--- src/rtl/traffic_phase_controller.sv ---
// Two-direction intersection sequencer. Paces an external saturating count-down
// timer and handles emergency pre-emption; lamps decode from state only.
module traffic_phase_controller #(
    parameter int BIT_WIDTH   = 7,
    parameter int GREEN_TIME  = 20,
    parameter int YELLOW_TIME = 4,
    parameter int ALLRED_TIME = 2
) (
    input  logic                 clk,
    input  logic                 rst,
    input  logic                 emg_req,
    input  logic                 timer_zero,
    output logic                 timer_down,
    output logic                 timer_emg_load,
    output logic [BIT_WIDTH-1:0] timer_load_val,
    output logic [2:0]           ns_light,
    output logic [2:0]           ew_light
);

    typedef enum logic [2:0] {
        SYNC     = 3'd0,
        NS_G     = 3'd1,
        NS_Y     = 3'd2,
        RED_A    = 3'd3,
        EW_G     = 3'd4,
        EW_Y     = 3'd5,
        RED_B    = 3'd6,
        EMG_HOLD = 3'd7
    } state_t;

    localparam logic [BIT_WIDTH-1:0] GREEN_VAL  = BIT_WIDTH'(GREEN_TIME);
    localparam logic [BIT_WIDTH-1:0] YELLOW_VAL = BIT_WIDTH'(YELLOW_TIME);
    localparam logic [BIT_WIDTH-1:0] ALLRED_VAL = BIT_WIDTH'(ALLRED_TIME);

    localparam logic [2:0] LAMP_RED    = 3'b100;
    localparam logic [2:0] LAMP_YELLOW = 3'b010;
    localparam logic [2:0] LAMP_GREEN  = 3'b001;

    state_t state;
    state_t next_state;
    state_t succ;
    logic   emg_q;
    logic   emg_pend;
    logic   emg_any;
    logic   advance;

    // Pending is dropped whenever the hold is (or stays) the next state, so a
    // request that is still high inside the hold does not trigger a second hold.
    always_ff @(posedge clk or posedge rst) begin
        if (rst) begin
            state    <= SYNC;
            emg_q    <= 1'b0;
            emg_pend <= 1'b0;
        end else begin
            state <= next_state;
            emg_q <= emg_req;
            if (next_state == EMG_HOLD) begin
                emg_pend <= 1'b0;
            end else if (emg_q) begin
                emg_pend <= 1'b1;
            end
        end
    end

    // succ is the state entered when the current phase ends; the reload value
    // is always the duration of succ so the timer is primed on the same edge.
    always_comb begin
        succ           = state;
        advance        = timer_zero;
        timer_down     = 1'b1;
        timer_emg_load = 1'b0;
        emg_any        = emg_q | emg_pend;
        case (state)
            SYNC: begin
                succ           = RED_B;
                advance        = 1'b1;
                timer_down     = 1'b0;
                timer_emg_load = 1'b1;
            end
            NS_G: begin
                succ = NS_Y;
                if (emg_q) begin
                    advance        = 1'b1;
                    timer_emg_load = 1'b1;
                end
            end
            NS_Y:  succ = emg_any ? EMG_HOLD : RED_A;
            RED_A: succ = emg_any ? EMG_HOLD : EW_G;
            EW_G: begin
                succ = EW_Y;
                if (emg_q) begin
                    advance        = 1'b1;
                    timer_emg_load = 1'b1;
                end
            end
            EW_Y:  succ = emg_any ? EMG_HOLD : RED_B;
            RED_B: succ = emg_any ? EMG_HOLD : NS_G;
            EMG_HOLD: begin
                if (emg_q) begin
                    succ       = EMG_HOLD;
                    advance    = 1'b0;
                    timer_down = 1'b0;
                end else begin
                    succ = NS_G;
                end
            end
            default: begin
                succ    = SYNC;
                advance = 1'b1;
            end
        endcase

        next_state = advance ? succ : state;

        case (succ)
            NS_G, EW_G: timer_load_val = GREEN_VAL;
            NS_Y, EW_Y: timer_load_val = YELLOW_VAL;
            default:    timer_load_val = ALLRED_VAL;
        endcase
    end

    always_comb begin
        ns_light = LAMP_RED;
        ew_light = LAMP_RED;
        case (state)
            NS_G:    ns_light = LAMP_GREEN;
            NS_Y:    ns_light = LAMP_YELLOW;
            EW_G:    ew_light = LAMP_GREEN;
            EW_Y:    ew_light = LAMP_YELLOW;
            default: begin
                ns_light = LAMP_RED;
                ew_light = LAMP_RED;
            end
        endcase
    end

endmodule
--- config.mk ---
export PLATFORM = sky130hd
export DESIGN_NAME = traffic_phase_controller
export DESIGN_NICKNAME = d
export VERILOG_FILES = /design/src/rtl/traffic_phase_controller.sv
export SDC_FILE = /design/constraint.sdc
export NUM_CORES = 1
export LEC_CHECK = 0
export BUFFER_PORTS_ARGS = -buffer_cell sky130_fd_sc_hd__buf_2
export CORE_AREA = 2 2 39 41
export CTS_BUF_LIST = sky130_fd_sc_hd__clkbuf_8
export CTS_CLUSTER_DIAMETER = 150
export DETAILED_ROUTE_END_ITERATION = 10
export DIE_AREA = 0 0 41 43
export GPL_TIMING_DRIVEN = 0
export HOLD_SLACK_MARGIN = 0.12
export SLEW_MARGIN = 20
export SYNTH_ARGS = -nofsm -noshare
export SYNTH_HDL_FRONTEND = slang
export SYNTH_SLANG_ARGS = --single-unit
--- constraint.sdc ---
create_clock -name clk -period 1.58 [get_ports clk]
set_clock_uncertainty 0.2 [all_clocks]
set_input_delay 0.079 -clock clk [delete_from_list [all_inputs] [get_ports clk]]
set_output_delay 0.079 -clock clk [all_outputs]
set_load 0.02 [all_outputs]
# Word-level counts from Yosys, hierarchy flattened
# Cells that the tools add are included.
[totals]
word_cells = 40
register_bits = 5
[classes]
n_reduce_logical = 5
eq_ne = 12
mux = 19
bitwise_logic = 1
[ops]
columns = ["operator", "n"]
rows = [
  ["$pmux W3 S8", 1],
  ["$eq A3 B3 Y1 const B", 7],
  ["$mux W3", 4],
  ["$pmux W3 S2", 2],
  ["$pmux W5 S2", 1],
  ["$eq A3 B2 Y1 const B", 3],
  ["$mux W1", 7],
  ["$eq A3 B1 Y1 const B", 2],
  ["$reduce_or A2 Y1", 3],
  ["$pmux W1 S2", 2],
  ["$logic_not A3 Y1", 1],
  ["$pmux W1 S3", 1],
  ["$mux W2", 1],
  ["$reduce_bool A2 Y1", 1],
  ["$or A1 B1 Y1", 1],
]

# Depth between registers and ports, before layout
[logic_depth]
ltp_word = 6
mapped_depth = 4
depth_no_buf = 3

# Least setup slack after synthesis
# Ideal clock, no wire load.
[synth_path]
path_type = "reg-to-output"
from = "register state[2]"
to = "output timer_load_val[2]"
path_stages_with_launch = 4
n_path_buf = 0
path_slack_ns = -0.065
arrival_time_ns = 1.366
cell_sequence = "dfrtp_1 -> nand2b_1 -> nor2_1 -> nor3_1"
[synth_between]
elab_chain_len = 5
word_cells_on_any_way = 16
classes_between = "11 x eq/ne; 2 x mux; 3 x reduce/logical"
[synth_lines]
columns = ["element", "line", "source"]
rows = [
  ["start, declared", "39", "state_t state;"],
  ["start signal, assigned", "55", "state <= next_state;"],
  ["$eq A3 B3 Y1 (tied with other cells)", "73", "case (state)"],
  ["$pmux W3 S8 *", "73", ""],
  ["$eq A3 B2 Y1 (tied with other cells)", "115", "case (succ)"],
  ["$reduce_or A2 Y1", "115", ""],
  ["$pmux W5 S2 *", "115", ""],
  ["end, declared", "15", "output logic [BIT_WIDTH-1:0] timer_load_val,"],
]
# Mark *: on every way between the ends. The rest lies on a longest branch, timed or not.

# Worst setup path after layout
[layout_path]
from = "register emg_pend"
to = "output timer_load_val[1]"
[layout_between]
elab_chain_len = 6
word_cells_on_any_way = 13
classes_between = "4 x eq/ne; 6 x mux; 1 x bitwise; 2 x reduce/logical"
[layout_lines]
columns = ["element", "line", "source"]
rows = [
  ["start, declared", "43", "logic emg_pend;"],
  ["start signal, assigned", "53", "emg_pend <= 1'b0;"],
  ["start signal, assigned", "58", "emg_pend <= 1'b0;"],
  ["start signal, assigned", "60", "emg_pend <= 1'b1;"],
  ["$or A1 B1 Y1 *", "72", "emg_any = emg_q | emg_pend;"],
  ["$mux W1 (tied with other cells)", "96", "EW_Y: succ = emg_any ? EMG_HOLD : RED_B;"],
  ["$pmux W3 S8 *", "73", ""],
  ["$eq A3 B2 Y1 (tied with other cells)", "115", ""],
  ["$reduce_or A2 Y1", "115", ""],
  ["$pmux W5 S2 *", "115", ""],
]
# Marked as above.

==> out/qor.yml <==
ys.flop_type: "dfrtp_1"
detailedRoute.firstIterationViolations: 13
timing.final.hold_violations: 0
synth_top_area_share_pct: 27.55
worst_ir_drop_vdd_v: 0.0007175
setup_total_negative_slack_ns: -0.1756
post_dr_wirelength_cell_um: 11.55
critical_path.startpoint_type: "flop"
holdCritPathClass: "in2reg"
h-tree-depth: 1
clockPowerShare_pct: 14.6
synth.avg_cell_area_um2: 7.968
cp_slowest_cell: "dfrtp_1"
internal-power_uw: 866.3
synthToLayoutAreaGrowth_pct: 61.43
row_count: 14
met2_length_um: 629
number_of_buffers_inserted_during_clock_tree_synthesis: 3
r2r_cells: 5
critical_path.reg2reg.startpoint: "state[2]"
globalRoute.totalOverflow: 0
cp_slowest_stage_delay_ns: 0.38
critPathMaxFanout: 3
holdPathStages: 2
grt_util_all_layers_pct: 14.70
worst_hold_path.endpoint: "emg_q"
post_route_cell_area_um2: 733.2
finalCritPeriodShare_pct: 105.3
cellLeakagePower_uw: 0.0003453
globalplace.congestion: 0.7407
dieWidth_um: 41
tritoncts: "done"
synth-edff-count: 0
via_count_of_the_first_global_routing_pass: 435
worstSetupEndpointType: "output port"
initial_core_util_pct: 32.82
dr_total_vias: 495
synth_top_area_cell: "dfrtp_1"
yosys_warnings: 0
preCtsSetupSlack_ns: 0.1363
drt-met1-wl_um: 484
worst_r2r_endpoint: "emg_pend"
grt_first_pass_wirelength_um: 1752
num_io_pins: 19
placeableCoreArea_um2: 1384
finalWirelength_um: 1178
drt_pass_1_iters: 4
cap_viol_max_count: 0
cts_num_sinks: 5
detailed_place.area_um2: 558.0
crit_chain: "nor2b_1 -> o21a_1 -> or3_1 -> buf_6"
floorplan.die.height_um: 43
timing.final.setup_violations: 4
postSynth.asyncResetShare_pct: 100.0
clock_input_transition_at_the_sequential_cells_of_the_worst_setup_and_hold_paths_ns: 0.03
detail-route-antenna-nets: 0
clock_insertion_delay_worst_skew_ns: 0.22
detail_route.drc_violations: 0
yosys_register_bits: 5
cts.root.buffer_cell: "clkbuf_8"
min-delay-start: "emg_req"
detailedPlacementHpwl_um: 761
n_antenna_cell: 0
crit_path_start: "emg_pend"
outcome: "complete, but fails checks"
rsz0062_at_grt: "true"
clock_tree.buffer_depth: 2
rrSetupSlack_ns: 0.10
period_minus_slack_ns: 1.664
top_layer: "met3"
cp_data_required_time_ns: 1.30
violated_checks: "setup timing"
post-synth-top-count-cell: "nor2_1"
timing.final.max_slew_violations: 0
syn-instance-count: 57
pwr_density_cell_nw_per_um2: 2126
portBuffers: 13
netlist_top_cells_count: "7 x nor2_1, 5 x buf_4, 5 x dfrtp_1, 4 x nor2b_1"
max_freq_mhz: 601.1
detail_route.vias_per_cell: 4.853
netlist_top_cells_area: "dfrtp_1 28%, buf_4 8.3%, nor2_1 5.8%, nor2b_1 5.5%, buf_6 5.0%"
final.setup.worst_slack_ns: -0.08358
arrival_ns: 1.38
sequential_power_share_pct: 14.9
library_cells_used_by_synthesis: 30
power_switching_uw: 692.5
fin_nets: 91
layout-drive-gt1-share_pct: 51.16
nFillCells: 127
synth_area_um2: 454.2
power_switching_share_pct: 44.42
post_route_hold_slack_ns: 0.3075
antenna_violations_before_repair: 0
route.met3.wl_um: 64
synth-seq-area-share_pct: 27.55
comb_power_share_pct: 70.5
crit_type: "reg2out"
grt_max_degree: 11
die_area_um2: 1763
==> power by group through the flow <==
stage                     Combinational (uW)  Clock [uW]  Sequential (uW)
after CTS                               1040         232              229
after global placement                   861           0              229
final                                   1100         228              233
after floorplan                          681           0              217
after global routing                    1170         240              240
after detailed placement                 870           0              231
==> timing repair <==
action                                 CTS  global route
gates resized for setup                  9             9
endpoints found under the hold margin    9             0
setup endpoints to repair                3             7
cloned                                   0             0
hold buffers                             4             0
buffers inserted                         5             0
pin swaps                                0             0
==> critical path: cells and delay by family, from the launching register on <==
family / cells / cell delay, ns
AND/OR/NAND/NOR: 2 / 0.47
flip-flops: 1 / 0.38
AO/OA/AOI/OAI: 1 / 0.18
buffers and inverters: 1 / 0.14
==> cell type report <==
class | instances | area, um2 | share of cell area [%]
timing repair buffer | 22 | 166.4 | 22.70
buffer | 8 | 65.06 | 8.874
multi-input combinational | 43 | 291.5 | 39.76
clock buffer | 3 | 41.29 | 5.631
inverter | 4 | 17.52 | 2.389
clock inverter | 1 | 3.754 | 0.5119
sequential | 5 | 127.6 | 17.41
tap | 16 | 20.02 | 2.730
==> cell usage in the layout, fill, tap and decap left out, types with 2 or more instances in the layout <==
cell type,Yosys,layout
a31oi_1,2,2
buf_6,2,5
dlygate4sd3_1,0,4
nor2_2,0,2
nor2b_1,4,4
clkbuf_8,0,3
nand2_1,3,3
buf_2,1,9
dfrtp_2,0,2
conb_1,1,4
maj3_2,2,2
nor2_1,7,4
buf_4,5,12
a21oi_1,2,2
nand2b_1,2,2
inv_1,3,3
dfrtp_1,5,3
==> worst max-delay path by stage <==
stage / slack (ns) / cells after the start / end
after global routing: -0.12 / 4 / timer_load_val[1]
after CTS: -0.09 / 4 / timer_load_val[1]
after global placement: 0.14 / 4 / timer_load_val[1]
after detailed placement: 0.14 / 4 / timer_load_val[1]
after floorplan: 0.04 / 3 / timer_load_val[1]
final: -0.08 / 4 / timer_load_val[1]
==> sequential cells by signal (all words and copies together) (netlist names) <==
name,flops
emg_pend,1
emg_q,1
state,3
==> metrics by stage <==
step / std cells / power [uW] / util [%]
floorplan: 60 / 897.9 / -
global placement: 89 / 1090 / 40.33
detailed placement: 89 / 1100 / 40.33
CTS: 102 / 1498 / 51.18
global route: 102 / 1655 / 52.98
finish: 102 / 1559 / 52.98
==> logic make-up after synthesis <==
family | after synthesis | share of synthesized area (%)
AOI/OAI and AO/OA | 13 | 21.49
xor gates and xnor gates | 1 | 1.929
adders and majority gates | 2 | 4.958
buffers and inverters | 12 | 17.63
DFF | 5 | 27.55
other | 1 | 0.8257
and+or+nand+nor | 23 | 25.62
==> per-layer routing <==
layer / vias up / track usage (%)
li1: 244 / -
met1: 240 / 18.83
met2: 11 / 21.56
met3: 0 / 5.236
met4: 0 / 6.000
met5: - / 0
Power figures use the tool's default switching activity.
